**config.mk**
```make
export PLATFORM = sky130hd
export DESIGN_NAME = fifo_buffer
export DESIGN_NICKNAME = d
export VERILOG_FILES = /design/src/rtl/fifo_buffer.sv
export SDC_FILE = /design/constraint.sdc
export NUM_CORES = 1
export LEC_CHECK = 0
export CAP_MARGIN = 10
export CORE_AREA = 2 2 148 150
export CTS_CLUSTER_SIZE = 20
export DETAILED_ROUTE_END_ITERATION = 8
export DIE_AREA = 0 0 150 152
export PLACE_DENSITY = 0.78
export SLEW_MARGIN = 20
export SYNTH_ARGS = -nofsm -noshare
export SYNTH_HDL_FRONTEND = slang
export SYNTH_SLANG_ARGS = --single-unit
```
**constraint.sdc**
```tcl
create_clock -name Clk -period 11.79 [get_ports Clk]
set_input_delay 1.7685 -clock Clk [delete_from_list [all_inputs] [get_ports Clk]]
set_output_delay 1.7685 -clock Clk [all_outputs]
set_load 0.005 [all_outputs]
```
**src/rtl/fifo_buffer.sv**
```systemverilog
// fifo_buffer: single-clock elastic buffer, DEPTH words of WIDTH bits, reads return strict write order.
// Latency: one cycle; dataOut is registered and valid after the edge that accepts RD, writes readable next edge.
// Backpressure: FULL rejects writes unless paired with a read, EMPTY rejects reads; EN=0 freezes all state.
module fifo_buffer #(
    parameter int WIDTH = 32,
    parameter int DEPTH = 8
) (
    input  logic             Clk,
    input  logic             Rst,
    input  logic [WIDTH-1:0] dataIn,
    input  logic             RD,
    input  logic             WR,
    input  logic             EN,
    output logic [WIDTH-1:0] dataOut,
    output logic             EMPTY,
    output logic             FULL
);

    // Pointer width follows the depth; DEPTH is expected to be a power of two so pointers wrap naturally.
    localparam int ADDR_W = $clog2(DEPTH);
    localparam logic [ADDR_W:0] COUNT_FULL = (ADDR_W + 1)'(DEPTH);

    // Storage is deliberately not reset: nothing can read a slot before it has been written.
    logic [WIDTH-1:0]  mem [DEPTH];
    logic [ADDR_W-1:0] wr_ptr;
    logic [ADDR_W-1:0] rd_ptr;
    logic [ADDR_W:0]   count;

    logic              wr_acc;
    logic              rd_acc;

    // Status flags come straight off the registered occupancy count.
    assign EMPTY = (count == '0);
    assign FULL  = (count == COUNT_FULL);

    // A read only needs a non-empty FIFO. A write on a full FIFO is still taken when a read
    // frees the oldest slot in the same edge; on an empty FIFO the read is refused (no bypass).
    assign rd_acc = EN && RD && !EMPTY;
    assign wr_acc = EN && WR && (!FULL || rd_acc);

    // Storage write port; when full with a paired read, wr_ptr == rd_ptr and the read
    // below still captures the old word because both use the pre-edge contents.
    always_ff @(posedge Clk) begin
        if (wr_acc) begin
            mem[wr_ptr] <= dataIn;
        end
    end

    // Pointers, occupancy and registered read data; reset clears everything except storage.
    always_ff @(posedge Clk or negedge Rst) begin
        if (!Rst) begin
            wr_ptr  <= '0;
            rd_ptr  <= '0;
            count   <= '0;
            dataOut <= '0;
        end else begin
            if (wr_acc) begin
                wr_ptr <= wr_ptr + ADDR_W'(1);
            end
            if (rd_acc) begin
                rd_ptr  <= rd_ptr + ADDR_W'(1);
                dataOut <= mem[rd_ptr];
            end
            case ({wr_acc, rd_acc})
                2'b10:   count <= count + (ADDR_W + 1)'(1);
                2'b01:   count <= count - (ADDR_W + 1)'(1);
                default: count <= count;
            endcase
        end
    end

endmodule

```
==> results.md <==
* Initial cell density of the core at 54.0%
* Placed Cells at 1006
* GP Congestion at 0.709
* Final Cell Area at 13500 µm²
* Initial antenna violation count at 0
* Distinct cells, synth at 36
* Num ports at 71
* Max Freq at 0.249 GHz
* Final design utilization at 63.3%
* Classification of the worst-slack hold path: reg2reg
* DIE HEIGHT at 152 µm
* Actual slew at the worst max-slew pin at 1.15 ns
* DRC viols at 0
* # hold bufs at CTS at 0
* First-pass GRT wire length at 33300 µm
* Final setup violation count at 0
* Critical path type: in2reg
* Total Wirelength at 21300 µm
* Synth Instances at 683
* Reg2reg path depth at 10
* Total Routing Usage GR at 18.7%
* Placed instance area at 12500 µm²
* Xor-xnor portion of the synthesized cell area at 0.455%
* TNS Setup at 0 ns
* Final Hold Violating Endpoints at 0
* ANT cells at 0
* Cell mode on critical path: nand2_1
* Final Non-Filler Cells at 1062
* Run status: completed
* Post-Synth Simple-Gate Area at 3.64%
* Post-synth top area cell: edfxtp_1
* Worst-path clk slew at 0.06 ns
* Number of flops mapped to enable cells by yosys at 256
* DR iter-0 viols at 431
* Maximum VDD drop at 0.127 mV
* Worst R2R Setup Slack at 8.86 ns
* Post-Synth Adder-Cell Area at 0.607%
* Layout cells sized above 1 at 9.59%
* Post-CTS Resized at 0
* Pwr dens at 232 nW/µm²
* Syn nets at 725
* Mux share of post-synthesis cell area at 11.7%
* Longest Clk Path Bufs at 3
* Worst hold slack at 0.476 ns
* Synth area leaders: edfxtp_1, mux2i_1, dfrtp_1
* Die Wd at 150 µm
* Worst clock skew at 0.0100 ns
* RSZ-0062 raised after global routing: no
* CTS tree: yes
* Max-slew violations at 0
* Largest net degree at the start of global routing at 69
* Mean post-synth cell area at 16.9 µm²
* Hold Crit Start: dataOut[8]
* Rows at 54
* Minimum clock period at 4.01 ns
* Worst path arrival time at 4.16 ns
* Startpoint Class: input pin
* R2r endpoint: count[3]
* Largest family of logic cells by synthesized area: multiplexers
* CP bufs+invs at 1
* Worst-path cell chain: clkdlybuf4s50_1 > nand2_1 > a21oi_1 > nand2_1 > nor2_4
* Htree depth at 1
* Port Buffer Count at 70
* Routed vias at 5983
* Placed wire-length estimate at 12100 µm
* Avg WL per Cell at 20.0 µm
* Clk_lat worst skew at 0.54 ns
* Cell family with most CP delay: simple AND/OR/NAND/NOR gates
* Max incr delay on CP at 0.96 ns
* Main synth FF type: edfxtp_1
* RR Startpoint: count[2]
* Max FO, Critical Path at 32
* #FFs+latches synth at 298
* Hold endpoint: dataOut[8]
* Vias in the first global route at 6331
* Root buf cell: clkbuf_16
* Die area at 22800 µm²
* Async SR Flop Fraction at 14.1%
* Drt pass-1 iters at 5
* Cell Area, Synth at 11500 µm²
* Most frequent cell after synthesis: edfxtp_1
* Post-CTS Setup Inserts at 0
* Clock sinks at 298
* Yosys Warn Count at 0
* FILL cells at 1505
* Nets at 801
* Post-synth top area share at 66.6%
* Top post-synthesis cells by count: edfxtp_1, mux2i_1, nand2_1
* Slowest CP cell: nor2_4
* Required time of the critical path at 11.94 ns
* Core area at 21400 µm²
* Routed Antenna Nets at 0
* Overflow after GRT at 0
* Sequential cell area fraction in the yosys report at 75.7%
* Avg Vias per Cell at 5.63
* Slew margin rel. at 23.4%
* Leakage power at 4.95 nW
* CP endpoint kind: flop
* Max-cap violations at 0
* Area delta synth->final at 17.2%
* Period utilisation layout at 34.0%
* Synth Area in Compound Gates at 5.85%
* CTS Buf Count at 29
* Hold-critical path depth at 2
-- worst max path at each step --
| stage | from | endpoint | depth (start not counted) |
|---|---|---|---|
| 2_1_floorplan | EN | mem[1][0] | 4 |
| 3_3_place_gp | EN | mem[7][6] | 5 |
| 3_5_place_dp | EN | mem[7][2] | 5 |
| 4_1_cts | EN | mem[6][2] | 5 |
| 5_1_grt | EN | mem[7][2] | 5 |
| 6_report | EN | mem[7][2] | 5 |
-- worst min-delay path, cell delays in order, from the launching register on --
cell and delay (ns):
dfrtp_1 0.34, nand2_1 0.04, o21ai_0 0.06
-- power by group --
group / switching, mW / internal (mW)
logic: 0.452 / 0.386
registers: 0.0980 / 1.29
clock network: 0.365 / 0.547
total: 0.914 / 2.22
-- registers in the layout, summed over array words and instances, names as in the netlist --
name and flops:
wr_ptr 3, dataOut 32, rd_ptr 3, mem 256, count 4
-- metal layers --
| metal | global-route usage, % | vias to the layer above | share of wire (%) |
|---|---|---|---|
| met5 | 0 | - | 0 |
| met4 | 5.53 | 0 | 1.9 |
| met3 | 2.94 | 31 | 4.3 |
| met2 | 33.2 | 150 | 53 |
| met1 | 23.8 | 3012 | 41 |
| li1 | - | 2790 | - |
-- placed cells by master (no fill, tap or decap), types with 3 or more instances in the layout --
cell type and instances:
a22oi_1 64, buf_4 10, bufinv_16 3, clkbuf_1 11, clkbuf_16 29, clkbuf_8 4
clkdlybuf4s50_1 69, clkinv_2 4, dfrtp_1 41, edfxtp_1 256, ha_1 4, inv_1 6
mux2i_1 131, nand2_1 69, nand2b_1 3, nor2_4 6, o21ai_0 28, o21ai_1 5
xnor2_1 5
-- cell families after synthesis --
logic type      Yosys count
flops                   298
mux                     134
compound gates          101
simple gates             96
buf+inv                  43
xor+xnor                  6
fa+ha+maj                 5
-- stage by stage --
step | setup slack, ns | total power [mW]
floorplan | 6.81 | 1.94
global placement | 7.36 | 2.21
detailed placement | 7.23 | 2.25
CTS | 7.81 | 3.16
global route | 7.60 | 3.29
finish | 7.78 | 3.14
-- area by class of cell --
cell class / instances / area, µm² / share of cell area, %
Clock buffer: 44 / 822 / 6.08
Timing Repair Buffer: 82 / 826 / 6.11
Tap cell: 280 / 350 / 2.59
Clock inverter: 10 / 135 / 0.999
Inverter: 6 / 22.5 / 0.167
Sequential cell: 298 / 8740 / 64.6
Multi-Input combinational cell: 342 / 2630 / 19.4
No activity file was read; power rests on OpenSTA's default activity.
